File: src/rtl/fetch_unit_pkg.sv
// Packages for the rysy fetch stage: next-PC and next-slot selects, FSM states.
// Optional build macro: FETCH_MISALIGN_CHK_EN (adds the F_FAULT state).
package pcPkg;
  typedef enum logic [1:0] {
    P4  = 2'd0,
    M4  = 2'd1,
    OLD = 2'd2,
    ALU = 2'd3
  } pc_sel;
endpackage

package instMgmtPkg;
  typedef enum logic [1:0] {
    MEM = 2'd0,
    OLD = 2'd1,
    NOP = 2'd2
  } inst_sel;
endpackage

package fetchPkg;
  localparam logic [31:0] NOP_ENC = 32'h0000_0013;

  typedef enum logic [2:0] {
    F_IDLE  = 3'd0,
    F_REQ   = 3'd1,
    F_WAIT  = 3'd2,
`ifdef FETCH_MISALIGN_CHK_EN
    F_EXEC  = 3'd3,
    F_FAULT = 3'd4
`else
    F_EXEC  = 3'd3
`endif
  } fetch_state;
endpackage

File: src/rtl/fetch_unit_if.sv
// Instruction-memory port: one outstanding req/gnt, one rvalid per grant.
// Optional build macro: none.
interface fetch_unit_if;
  logic        req;
  logic [31:0] addr;
  logic        gnt;
  logic        rvalid;
  logic [31:0] rdata;

  modport master (
    output req, addr,
    input  gnt, rvalid, rdata
  );

  modport slave (
    input  req, addr,
    output gnt, rvalid, rdata
  );
endinterface

File: src/rtl/fetch_unit_pc_next_calc.sv
// Combinational next-PC from the current PC, pc_sel and ALU target.
// Optional build macro: none (misalign is always computed).
module pc_next_calc (
  input  logic [31:0]  pc,
  input  pcPkg::pc_sel pc_sel,
  input  logic [31:0]  alu_out,
  output logic [31:0]  pc_next,
  output logic         misalign
);

  // Select next PC; ALU targets are word-aligned here.
  always_comb begin
    pc_next = pc + 32'd4;
    unique case (pc_sel)
      pcPkg::P4:  pc_next = pc + 32'd4;
      pcPkg::M4:  pc_next = pc - 32'd4;
      pcPkg::OLD: pc_next = pc;
      pcPkg::ALU: pc_next = {alu_out[31:2], 2'b00};
    endcase
  end

  assign misalign = (pc_sel == pcPkg::ALU) &&
                    (alu_out[1:0] != 2'b00);

endmodule

File: src/rtl/fetch_unit.sv
// Fetch stage: owns the PC, fetches over imem, feeds ctrl with inst/valid.
// Optional build macro: FETCH_MISALIGN_CHK_EN (sticky fault on bad target).
module fetch_unit
  import fetchPkg::*;
#(
  parameter logic [31:0] RESET_PC = 32'h0000_0000,
  parameter logic [31:0] NOP_INST = NOP_ENC
) (
  input  logic                   clk,
  input  logic                   rst,
  input  pcPkg::pc_sel           pc_sel,
  input  instMgmtPkg::inst_sel   inst_sel,
  input  logic [31:0]            alu_out,
  fetch_unit_if.master           imem,
  output logic [31:0]            inst,
  output logic                   inst_valid,
  output logic [31:0]            pc,
  output logic                   fetch_fault
);

  fetch_state  state;
  logic        req_q;
  logic        nop_slot;
  logic        kill_q;
  logic [31:0] pc_next;
  logic        misalign;

  pc_next_calc u_pc_next (
    .pc       (pc),
    .pc_sel   (pc_sel),
    .alu_out  (alu_out),
    .pc_next  (pc_next),
    .misalign (misalign)
  );

  assign imem.req  = req_q;
  assign imem.addr = {pc[31:2], 2'b00};

`ifndef FETCH_MISALIGN_CHK_EN
  logic unused_misalign;
  assign unused_misalign = misalign;
  assign fetch_fault     = 1'b0;
`endif

  // Fetch FSM; kill_q survives reset to drop a response already in flight.
  always_ff @(posedge clk) begin
    if (rst) begin
      state      <= F_IDLE;
      req_q      <= 1'b0;
      nop_slot   <= 1'b0;
      inst       <= NOP_INST;
      inst_valid <= 1'b0;
      pc         <= RESET_PC;
      kill_q     <= (kill_q || state == F_WAIT) && !imem.rvalid;
`ifdef FETCH_MISALIGN_CHK_EN
      fetch_fault <= 1'b0;
`endif
    end else begin
      if (kill_q && imem.rvalid)
        kill_q <= 1'b0;
      unique case (state)
        F_IDLE: begin
          state <= F_REQ;
          req_q <= 1'b1;
        end
        F_REQ: begin
          if (imem.gnt) begin
            state <= F_WAIT;
            req_q <= 1'b0;
          end
        end
        F_WAIT: begin
          if (imem.rvalid && !kill_q) begin
            inst       <= imem.rdata;
            inst_valid <= 1'b1;
            state      <= F_EXEC;
          end
        end
        F_EXEC: begin
          if (nop_slot) begin
            nop_slot   <= 1'b0;
            inst_valid <= 1'b0;
            req_q      <= 1'b1;
            state      <= F_REQ;
          end
`ifdef FETCH_MISALIGN_CHK_EN
          else if (misalign) begin
            fetch_fault <= 1'b1;
            pc          <= alu_out;
            inst_valid  <= 1'b0;
            state       <= F_FAULT;
          end
`endif
          else begin
            pc <= pc_next;
            unique case (inst_sel)
              instMgmtPkg::OLD: begin
              end
              instMgmtPkg::NOP: begin
                inst     <= NOP_INST;
                nop_slot <= 1'b1;
              end
              default: begin
                inst_valid <= 1'b0;
                req_q      <= 1'b1;
                state      <= F_REQ;
              end
            endcase
          end
        end
`ifdef FETCH_MISALIGN_CHK_EN
        F_FAULT: begin
          req_q      <= 1'b0;
          inst_valid <= 1'b0;
        end
`endif
        default: begin
          state      <= F_IDLE;
          req_q      <= 1'b0;
          inst_valid <= 1'b0;
        end
      endcase
    end
  end

endmodule

File: src/flat_wrapper.sv
// flat-port wrapper written by rule: the top's interface ports become plain ports
module fetch_unit_flat import fetchPkg::*;
#(
  parameter logic [31:0] RESET_PC = 32'h0000_0000,
  parameter logic [31:0] NOP_INST = NOP_ENC
)
  (clk, rst, pc_sel, inst_sel, alu_out, inst, inst_valid, pc, fetch_fault, imem_req, imem_addr, imem_gnt, imem_rvalid, imem_rdata);
  fetch_unit_if imem_i ();
  input  logic clk;
  input  logic rst;
  input  pcPkg::pc_sel pc_sel;
  input  instMgmtPkg::inst_sel inst_sel;
  input  logic [31:0] alu_out;
  output logic [31:0] inst;
  output logic inst_valid;
  output logic [31:0] pc;
  output logic fetch_fault;
  output wire logic [$bits(imem_i.req)-1:0] imem_req;
  output wire logic [$bits(imem_i.addr)-1:0] imem_addr;
  input wire logic [$bits(imem_i.gnt)-1:0] imem_gnt;
  input wire logic [$bits(imem_i.rvalid)-1:0] imem_rvalid;
  input wire logic [$bits(imem_i.rdata)-1:0] imem_rdata;
  assign imem_req = imem_i.req;
  assign imem_addr = imem_i.addr;
  assign imem_i.gnt = imem_gnt;
  assign imem_i.rvalid = imem_rvalid;
  assign imem_i.rdata = imem_rdata;
  fetch_unit #(.RESET_PC(RESET_PC), .NOP_INST(NOP_INST)) u_core (.clk(clk), .rst(rst), .pc_sel(pc_sel), .inst_sel(inst_sel), .alu_out(alu_out), .imem(imem_i), .inst(inst), .inst_valid(inst_valid), .pc(pc), .fetch_fault(fetch_fault));
endmodule
File: config.mk
export PLATFORM = sky130hd
export DESIGN_NAME = fetch_unit_flat
export DESIGN_NICKNAME = d
export VERILOG_FILES = /design/src/rtl/fetch_unit_pkg.sv /design/src/rtl/fetch_unit_if.sv /design/src/rtl/fetch_unit_pc_next_calc.sv /design/src/rtl/fetch_unit.sv /design/src/flat_wrapper.sv
export SDC_FILE = /design/constraint.sdc
export NUM_CORES = 1
export LEC_CHECK = 0
export ABC_AREA = 1
export BUFFER_PORTS_ARGS = -buffer_cell sky130_fd_sc_hd__buf_2
export CAP_MARGIN = 25
export CORE_MARGIN = 4
export CORE_UTILIZATION = 43
export CTS_CLUSTER_DIAMETER = 50
export CTS_CLUSTER_SIZE = 14
export DETAILED_ROUTE_END_ITERATION = 10
export PLACE_DENSITY = 0.81
export SETUP_SLACK_MARGIN = 0.05
export SLEW_MARGIN = 0
export SYNTH_ARGS = -nofsm -noshare
export SYNTH_HDL_FRONTEND = slang
export SYNTH_SLANG_ARGS = --single-unit
File: constraint.sdc
create_clock -name clk -period 3.3 [get_ports clk]
set_clock_uncertainty 0.2 [all_clocks]
set_input_delay 0.66 -clock clk [delete_from_list [all_inputs] [get_ports clk]]
set_output_delay 0.66 -clock clk [all_outputs]
set_load 0.005 [all_outputs]
# After elaboration in Yosys (flattened, before gate mapping)
# Index checks and enable logic that the tools add are counted.
# classes
bitwise,4
eq_ne,13
n_reduce_logical,17
muxes,22
n_addsub,2
# op_table
operator,count
$mux W32,3
$pmux W32 S3,1
$pmux W32 S2,1
$add A32 B3 Y32 const B,1
$sub A32 B3 Y32 const B,1
$mux W3,4
$pmux W3 S4,1
$reduce_and A3 Y1,4
$mux W1,10
$eq A2 B2 Y1 const B,3
$eq A3 B2 Y1 const B,2
$ne A2 B2 Y1 const B,3
$eq A2 B1 Y1 const B,2
$not A1 Y1,4
$pmux W1 S4,1
$reduce_and A4 Y1,1
$reduce_bool A2 Y1,2
$reduce_or A2 Y1,2
$eq A3 B1 Y1 const B,1
$logic_and A1 B1 Y1,3
$logic_not A3 Y1,1
$ne A3 B2 Y1 const B,1
$pmux W1 S3,1
$logic_not A1 Y1,2
other kinds (3),3
# totals
ff_bits,71
in_bits,72
out_inout_bits,99
wordCells,65

# Longest topological paths before layout
# Gate-level depths: netlist of run 1.
# logic_depth
depth_word,5
depth_mapped,21
mapped_depth_nobuf,20

# Modules after synthesis
# From an unflattened synthesis of run 1, not the netlist that was laid out.
# unflattened
hier_cells,1024
area_unflattened_um2,5939.4
# by_module_without_submodules
module,area_per_inst_um2,n_inst,cells_each,seq_area_each_um2
fetch_unit,3304.4,1,443,1411.4
pc_next_calc,2635.0,1,581,0.0

# Worst setup path after synthesis of run 1
# No wires, ideal clock.
# synth_path
path_kind,input port to flip-flop
startpoint,input pc_sel[1]
endpoint,register u_core.pc[16]
required_ns,2.968
stages,18
path_buffers,1
t_arrival_ns,2.122
slack_ns,0.845
setup_time_ns,0.132
path_cell_list,inv_2 -> nand2_4 -> buf_6 -> nand2_1 -> nand2_1 -> inv_1 -> ha_1 -> inv_1 -> nand2_1 -> inv_1 -> nor2_1 -> nand2_1 -> o21ai_1 -> nand2_1 -> nand3_1 -> nor2_1 -> o21ai_0 -> a21oi_1
# synth_between
elab_chain_len,3
elab_cells_between_ends,7
classes_between,eq/ne (3); mux (1); bitwise (1); reduce/logical (2)
# synth_lines
element,line_no,text
"start, declared",flat_wrapper.sv:11,input pcPkg::pc_sel pc_sel;
$eq A2 B2 Y1,fetch_unit_pc_next_calc.sv:14,unique case (pc_sel)
$not A1 Y1 (no source line),--,
$reduce_and A3 Y1 (no source line),--,
"end signal, assigned",fetch_unit.sv:95,pc <= pc_next;
"end, declared",fetch_unit.sv:17,"output logic [31:0] pc,"
# Several ways; a longest one is shown, not always the timed one.
# A chain may end at the register's enable or synchronous reset.

# Final worst setup path of run 1
# layout_path
startpoint,register u_core.state[0]
endpoint,register u_core.pc[22]
# layout_between
elab_chain_len,2
# layout_lines
element,line_no,text
"start, declared",fetch_unit.sv:21,fetch_state state;
"start signal, assigned",fetch_unit.sv:48,state <= F_IDLE;
"start signal, assigned",fetch_unit.sv:63,state <= F_REQ;
"start signal, assigned",fetch_unit.sv:68,state <= F_WAIT;
$eq A3 B2 Y1,fetch_unit.sv:61,unique case (state)
$reduce_and A3 Y1 (no source line),--,
# Every way passes these cells.

==> impl_metrics.yaml, run 1 <==
final_layout:
  mostFrequentLayoutCell: "nand2_1"
  nNetsFinal: 1084
  layout_common_cells: "nand2_1, buf_2, inv_1, nor2_1, nand3_1"
  area_delta_synth_final_pct: 19.10
  antennaDiodeCount: 0
  utilization_pct: 52.04
  drive_above_1_share_pct: 21.88
timing:
  hold_violations: 0
  fmax_mhz: 371.1
  whs_ns: 0.2550
  finalMaxSlewViolations: 0
  tightest_slew_ns: 0.9655
  max-slew-margin-rel_pct: 35.56
  setup_tns_ns: 0
  fin_crit_ns: 2.695
  rsz0062_at_grt: "no"
  finalSetupViolations: 0
  period_share_pct: 81.67
grt:
  first_global_vias: 5383
  grt_overflow: 0
  grt_pass1_wl_um: 25110
  grt_max_degree: 51
  grt_usage_pct: 21.52
  antenna_found_initial: 1
setup_path:
  path_cells: "ha_1 > inv_1 > nor2_1 > inv_1 > a21oi_1 > inv_1 > buf_4 > nor2_1 > nand2_1 > a21oi_1"
  cp_common_cell: "inv_1"
  critPathLaunchType: "flip-flop"
  crit_path_end_kind: "flip-flop"
  cp.buffers_inverters: 4
  path_class: "flip-flop to flip-flop"
  worstPathArrival_ns: 2.77
  crit_fanout: 34
  cp_slowest_cell: "inv_1"
  cp.required_ns: 3.38
  crit_path_max_incr_delay_ns: 0.49
  crit_family: "buffers and inverters"
yosys:
  synth_seq_cells: 68
  yosysUniqueCellTypes: 36
  async_flop_share_pct: 0
  ys_seq_area_share_pct: 26.24
  yosys_most_used_dff: "dfxtp_1"
  synthCells: 887
  avgSynthCellArea_sq_um: 5.892
  synth_edf_count: 1
  mappedNetlistArea_sq_mm: 0.005226
  synth_warnings: 0
routing:
  drt_first_iter_violations: 316
  wl_per_cell_um: 13.26
  vias_per_cell: 5.114
  routed_wl_um: 15350
  drc: 0
  via_count: 5917
  ant_nets: 0
  first_pass_iters: 8
floorplanning:
  start_util_pct: 43.69
  core_sq_mm: 0.01196
  die_h_um: 118.2
  die_w_um: 118.2
  std_cell_rows: 40
  ioPinCount: 171
  die-area_sq_mm: 0.01398
power:
  p_clk_share_pct: 32.4
  internal_power_mw: 2.099
  powerDensity_mw_per_mm2: 531.6
  switchingPower_mw: 1.210
  power.share.combinational_pct: 34.7
  power_frac_seq_pct: 32.9
  ir_drop_mv: 0.3248
  swShare_pct: 36.57
  p_leak_nw: 3.157
clocking:
  cts_sinks: 68
  cts_tree: "yes"
  cts_max_path_buffers: 2
  cts-htree-levels: 3
  hold_buffers: 0
  clock_latency_ns: 0.35
  post_cts_resize_count: 0
  cts_setup_buffers: 0
  cts_buffers: 9
  clock-root-buffer: "clkbuf_16"
  path_clk_slew_ns: 0.06
worst_hold_path:
  hold_class: "flip-flop to flip-flop"
flow_run:
  max_cap_violations: 0
place:
  gp_congestion: 0.9562
  port_buffers: 163
  post-dp-hpwl_um: 11470
run_status:
  outcome: "finished clean"
logic make-up after synthesis:
kind of cell | Yosys count | synth area share [%]
AOI/OAI and AO/OA | 134 | 14.99
xor gates and xnor gates | 9 | 1.652
adders and majority gates | 7 | 1.676
buffers and inverters | 173 | 15.56
DFF | 68 | 26.24
other | 1 | 0.07175
and+or+nand+nor | 495 | 39.81
cell usage after synthesis, types with 5 or more instances:
cell	instances	area share, %
nand2_1	282	20
inv_1	97	7.0
nor2_1	96	6.9
nand3_1	86	8.2
a21oi_1	78	7.5
dfxtp_1	67	26
buf_4	36	5.2
clkbuf_1	27	1.9
o21ai_0	26	2.5
a41oi_1	16	2.7
nand2_2	11	1.3
ha_1	7	1.7
nor2_2	7	0.84
nand2_4	6	1.3
buf_2	5	0.48
xnor2_1	5	0.84
worst min-delay path, delay by kind of cell, from the launching register on:
kind            cells  cell delay, ns
compound gates      1            0.05
flops               1            0.30
simple gates        1            0.06
final timing paths:
path	startpoint	end	slack (ns)	cells past startpoint
worst max-delay path	u_core.state[0]	u_core.pc[22]	0.61	10
worst max register to register	u_core.state[0]	u_core.pc[22]	0.61	10
worst min-delay path	u_core.inst_valid	u_core.inst_valid	0.26	2
worst min register to register	u_core.inst_valid	u_core.inst_valid	0.26	2
final cells by class:
class | instances | area [sq um]
clock buffers | 12 | 246.5
clock inverters | 4 | 72.57
fillers | 1217 | 5737
inverters | 102 | 382.9
multi-input cells | 650 | 3057
flip-flops and latches | 68 | 1371
well taps | 147 | 183.9
repair buffers | 174 | 910.9
power by group through the flow:
stage	logic [mW]	clock network, mW	registers [mW]
final	1.15	1.07	1.09
after global routing	1.30	1.12	1.11
after CTS	1.15	1.08	1.09
after detailed placement	1.14	0	1.11
after global placement	1.13	0	1.10
after floorplan	0.788	0	1.10
state kept, by name (all words and copies together) (netlist names):
name               cells
u_core.imem.req        1
u_core.inst           32
u_core.inst_valid      1
u_core.kill_q          1
u_core.nop_slot        1
u_core.pc             30
u_core.state           2
metrics by stage:
step	setup WS (ns)	power [mW]	area, sq um	instances
final	0.6050	3.309	6225	1157
after global routing	0.3320	3.531	6225	1157
after CTS	0.6020	3.321	6225	1157
after detailed placement	0.3029	2.246	5906	1141
after global placement	0.3484	2.227	5906	1141
after floorplan	0.8454	1.893	5241	891
metal layers:
layer  wire length, um  vias up  global-route usage, %
met5                 7        -                      0
met3              1279       34                  5.502
met2              7184      225                  35.91
met1              6415     2625                  26.10
li1                  -     3031                      -
met4               459        2                  9.451
(Power assumes the default switching activity.)
==> inputs of run 2 (changes only) <==
Settings changed: ABC_AREA 1 to 0, PLACE_DENSITY 0.81 to 0.8.
Clock period 3.3 ns to 2.65 ns, I/O delays scaled along.
==> run 2 against run 1 <==
Effect of this change:
- sequential share of layout area down 2.2 points
- worst setup slack worse by 0.57 ns
- synthesized cell count is 17% lower
- synthesized area up 0.91%
- register-to-register slack got worse by 0.50 ns
- count of clock-buffer cells in the layout is 2 lower
- global-route usage up 4.0 points
- clock power increased by 34%
- combinational power rose by 69%
- utilization up 5.8 points
- sequential power increased by 23%
- non-clock buffer count rose by 86
- highest routed layer unchanged
==> impl_metrics.yaml, run 2 <==
floorplanning:
  ioPinCount: 171
  core_sq_mm: 0.01201
  die_w_um: 118.7
  start_util_pct: 43.91
  die_h_um: 118.7
  std_cell_rows: 40
  die-area_sq_mm: 0.01410
final_layout:
  stdcell_count: 1061
  drive_above_1_share_pct: 34.03
  largestRegisters: "u_core.inst (32), u_core.pc (30), u_core.state (2)"
  antennaDiodeCount: 0
  nNetsFinal: 988
  largest_register_ffs: 32
  mostFrequentLayoutCell: "buf_2"
  area_delta_synth_final_pct: 31.67
  regMostFlops: "u_core.inst"
  layout_common_cells: "buf_2, nand2_1, buf_4, dfxtp_1, a21oi_1"
timing:
  setup_tns_ns: 0
  fmax_mhz: 382.9
  rsz0062_at_grt: "yes"
  hold_violations: 0
  finalMaxSlewViolations: 0
  period_share_pct: 98.57
  fin_crit_ns: 2.612
  finalSetupViolations: 0
setup_path:
  crit_path_max_incr_delay_ns: 0.41
  cp.buffers_inverters: 1
  crit_family: "compound AO/OA/AOI/OAI gates"
  path_class: "input pin to flip-flop"
  critPathLaunchType: "input pin"
  crit_fanout: 4
  cp_slowest_cell: "a311oi_4"
  worstPathArrival_ns: 2.66
  cp.required_ns: 2.69
  path_cells: "buf_2 > nand2b_4 > xnor2_2 > ha_2 > and4_4 > a41oi_2 > a311oi_4 > nor3_2 > a311oi_2 > nor4_1 > a21o_1"
  crit_path_end_kind: "flip-flop"
yosys:
  synth_common_cells: "nand2_1, dfxtp_1, a21oi_1, clkbuf_1, nor2_1"
  synthCells: 738
  synth_warnings: 0
  ys_seq_area_share_pct: 26.00
  avgSynthCellArea_sq_um: 7.146
  netlist.area_leader.share_pct: 25.43
  synth_seq_cells: 68
  synth_area_leaders: "dfxtp_1, nand2_1, a21oi_1"
  yosys_most_used_dff: "dfxtp_1"
  yosysMostFrequentCell: "nand2_1"
  mappedNetlistArea_sq_mm: 0.005274
  synth_edf_count: 1
  async_flop_share_pct: 0
  synth_top_area_cell: "dfxtp_1"
  yosysUniqueCellTypes: 73
routing:
  ant_nets: 0
  first_pass_iters: 5
  wl_per_cell_um: 17.39
  drt_first_iter_violations: 449
  vias_per_cell: 5.908
  drc: 0
  routed_wl_um: 18450
  via_count: 6268
power:
  power_mw: 4.706
  ir_drop_mv: 0.5122
  p_leak_nw: 3.134
  powerDensity_mw_per_mm2: 677.6
place:
  gp_congestion: 0.9740
  port_buffers: 163
  post-dp-hpwl_um: 13840
  dp.cells: 1042
grt:
  grt_pass1_wl_um: 29390
  grt_usage_pct: 25.54
  grt_max_degree: 36
  antenna_found_initial: 3
  grt_overflow: 0
  first_global_vias: 5842
flow_run:
  max_cap_violations: 0
clocking:
  path_clk_slew_ns: 0.06
  clock-root-buffer: "clkbuf_16"
  cts_max_path_buffers: 2
  cts-htree-levels: 3
  clock_latency_ns: 0.35
  cts_tree: "yes"
  cts_buffers: 9
  cts_sinks: 68
run_status:
  outcome: "finished clean"
worst_hold_path:
  hold_class: "input pin to flip-flop"
run 2: changes by cell type in the layout (fill, tap and decap cells not counted), moves of 30 or more:
| cell | before | now |
|---|---|---|
| buf_4 | 10 | 95 |
| nand3_1 | 86 | 24 |
| inv_1 | 97 | 11 |
| nor2_1 | 96 | 50 |
| nand3b_1 | 0 | 30 |
| nand2_1 | 282 | 101 |
run 2: report_power, final:
part | internal [mW] | leakage (nW) | switching [mW]
clock network | 0.944 | 0.169 | 0.485
logic | 0.875 | 2.41 | 1.06
registers | 1.20 | 0.556 | 0.139
total | 3.02 | 3.13 | 1.69
run 2: tightest hold or removal path: cells and delay by family:
family          cells  cell delay (ns)
buf+inv             1             0.07
simple gates        1             0.07
compound gates      1             0.06
run 2: logic make-up after synthesis:
family	after synthesis	synth area share [%]
simple gates	328	32.43
compound gates	197	24.56
buf+inv	116	11.27
flops	68	26.00
mux	12	2.515
xor+xnor	9	1.495
fa+ha+maj	7	1.661
other cells	1	0.07111
run 2: timing repair:
item / 4_1_cts / 5_1_grt
cloned: 0 / 0
setup buffers: 0 / 3
hold buffers: 0 / 0
pin swaps: 0 / 5
gates resized for setup: 2 / 10
setup endpoints to repair: 2 / 5
run 2: cell type report:
type | instances | area (sq um)
Fill cell | 1129 | 5067
Tap cell | 147 | 183.9
Timing Repair Buffer | 260 | 1569
Clock inverter | 6 | 111.4
Sequential cell | 68 | 1378
Inverter | 12 | 45.04
Multi-Input combinational cell | 558 | 3418
Clock buffer | 10 | 239.0
run 2: stage by stage:
step,hold WS [ns],utilization (%),instance area [sq um],worst slack [ns]
after global routing,0.2431,57.81,6944,0.01548
after CTS,0.2147,57.30,6883,0.07824
final,0.2301,57.81,6944,0.03802
after detailed placement,0.2415,54.31,6524,-0.1448
after global placement,0.2351,54.31,6524,-0.1104
after floorplan,0.2483,-,5359,-0.4303
run 2: path summary, 6_finish.rpt:
| check | cells past startpoint | start | to | slack (ns) |
|---|---|---|---|---|
| setup / recovery | 11 | pc_sel[1] | u_core.pc[24] | 0.04 |
| setup reg to reg | 9 | u_core.pc[3] | u_core.pc[24] | 0.11 |
| hold reg to reg | 2 | u_core.inst[12] | u_core.inst[12] | 0.25 |
| hold / removal | 3 | alu_out[2] | u_core.pc[2] | 0.23 |
run 2: per-layer routing:
layer,global-route usage (%),routed length [um],vias up
met5,0,41,-
met4,11.88,480,6
met2,39.79,8455,294
met1,32.12,7645,2923
li1,-,-,2999
met3,8.038,1826,46
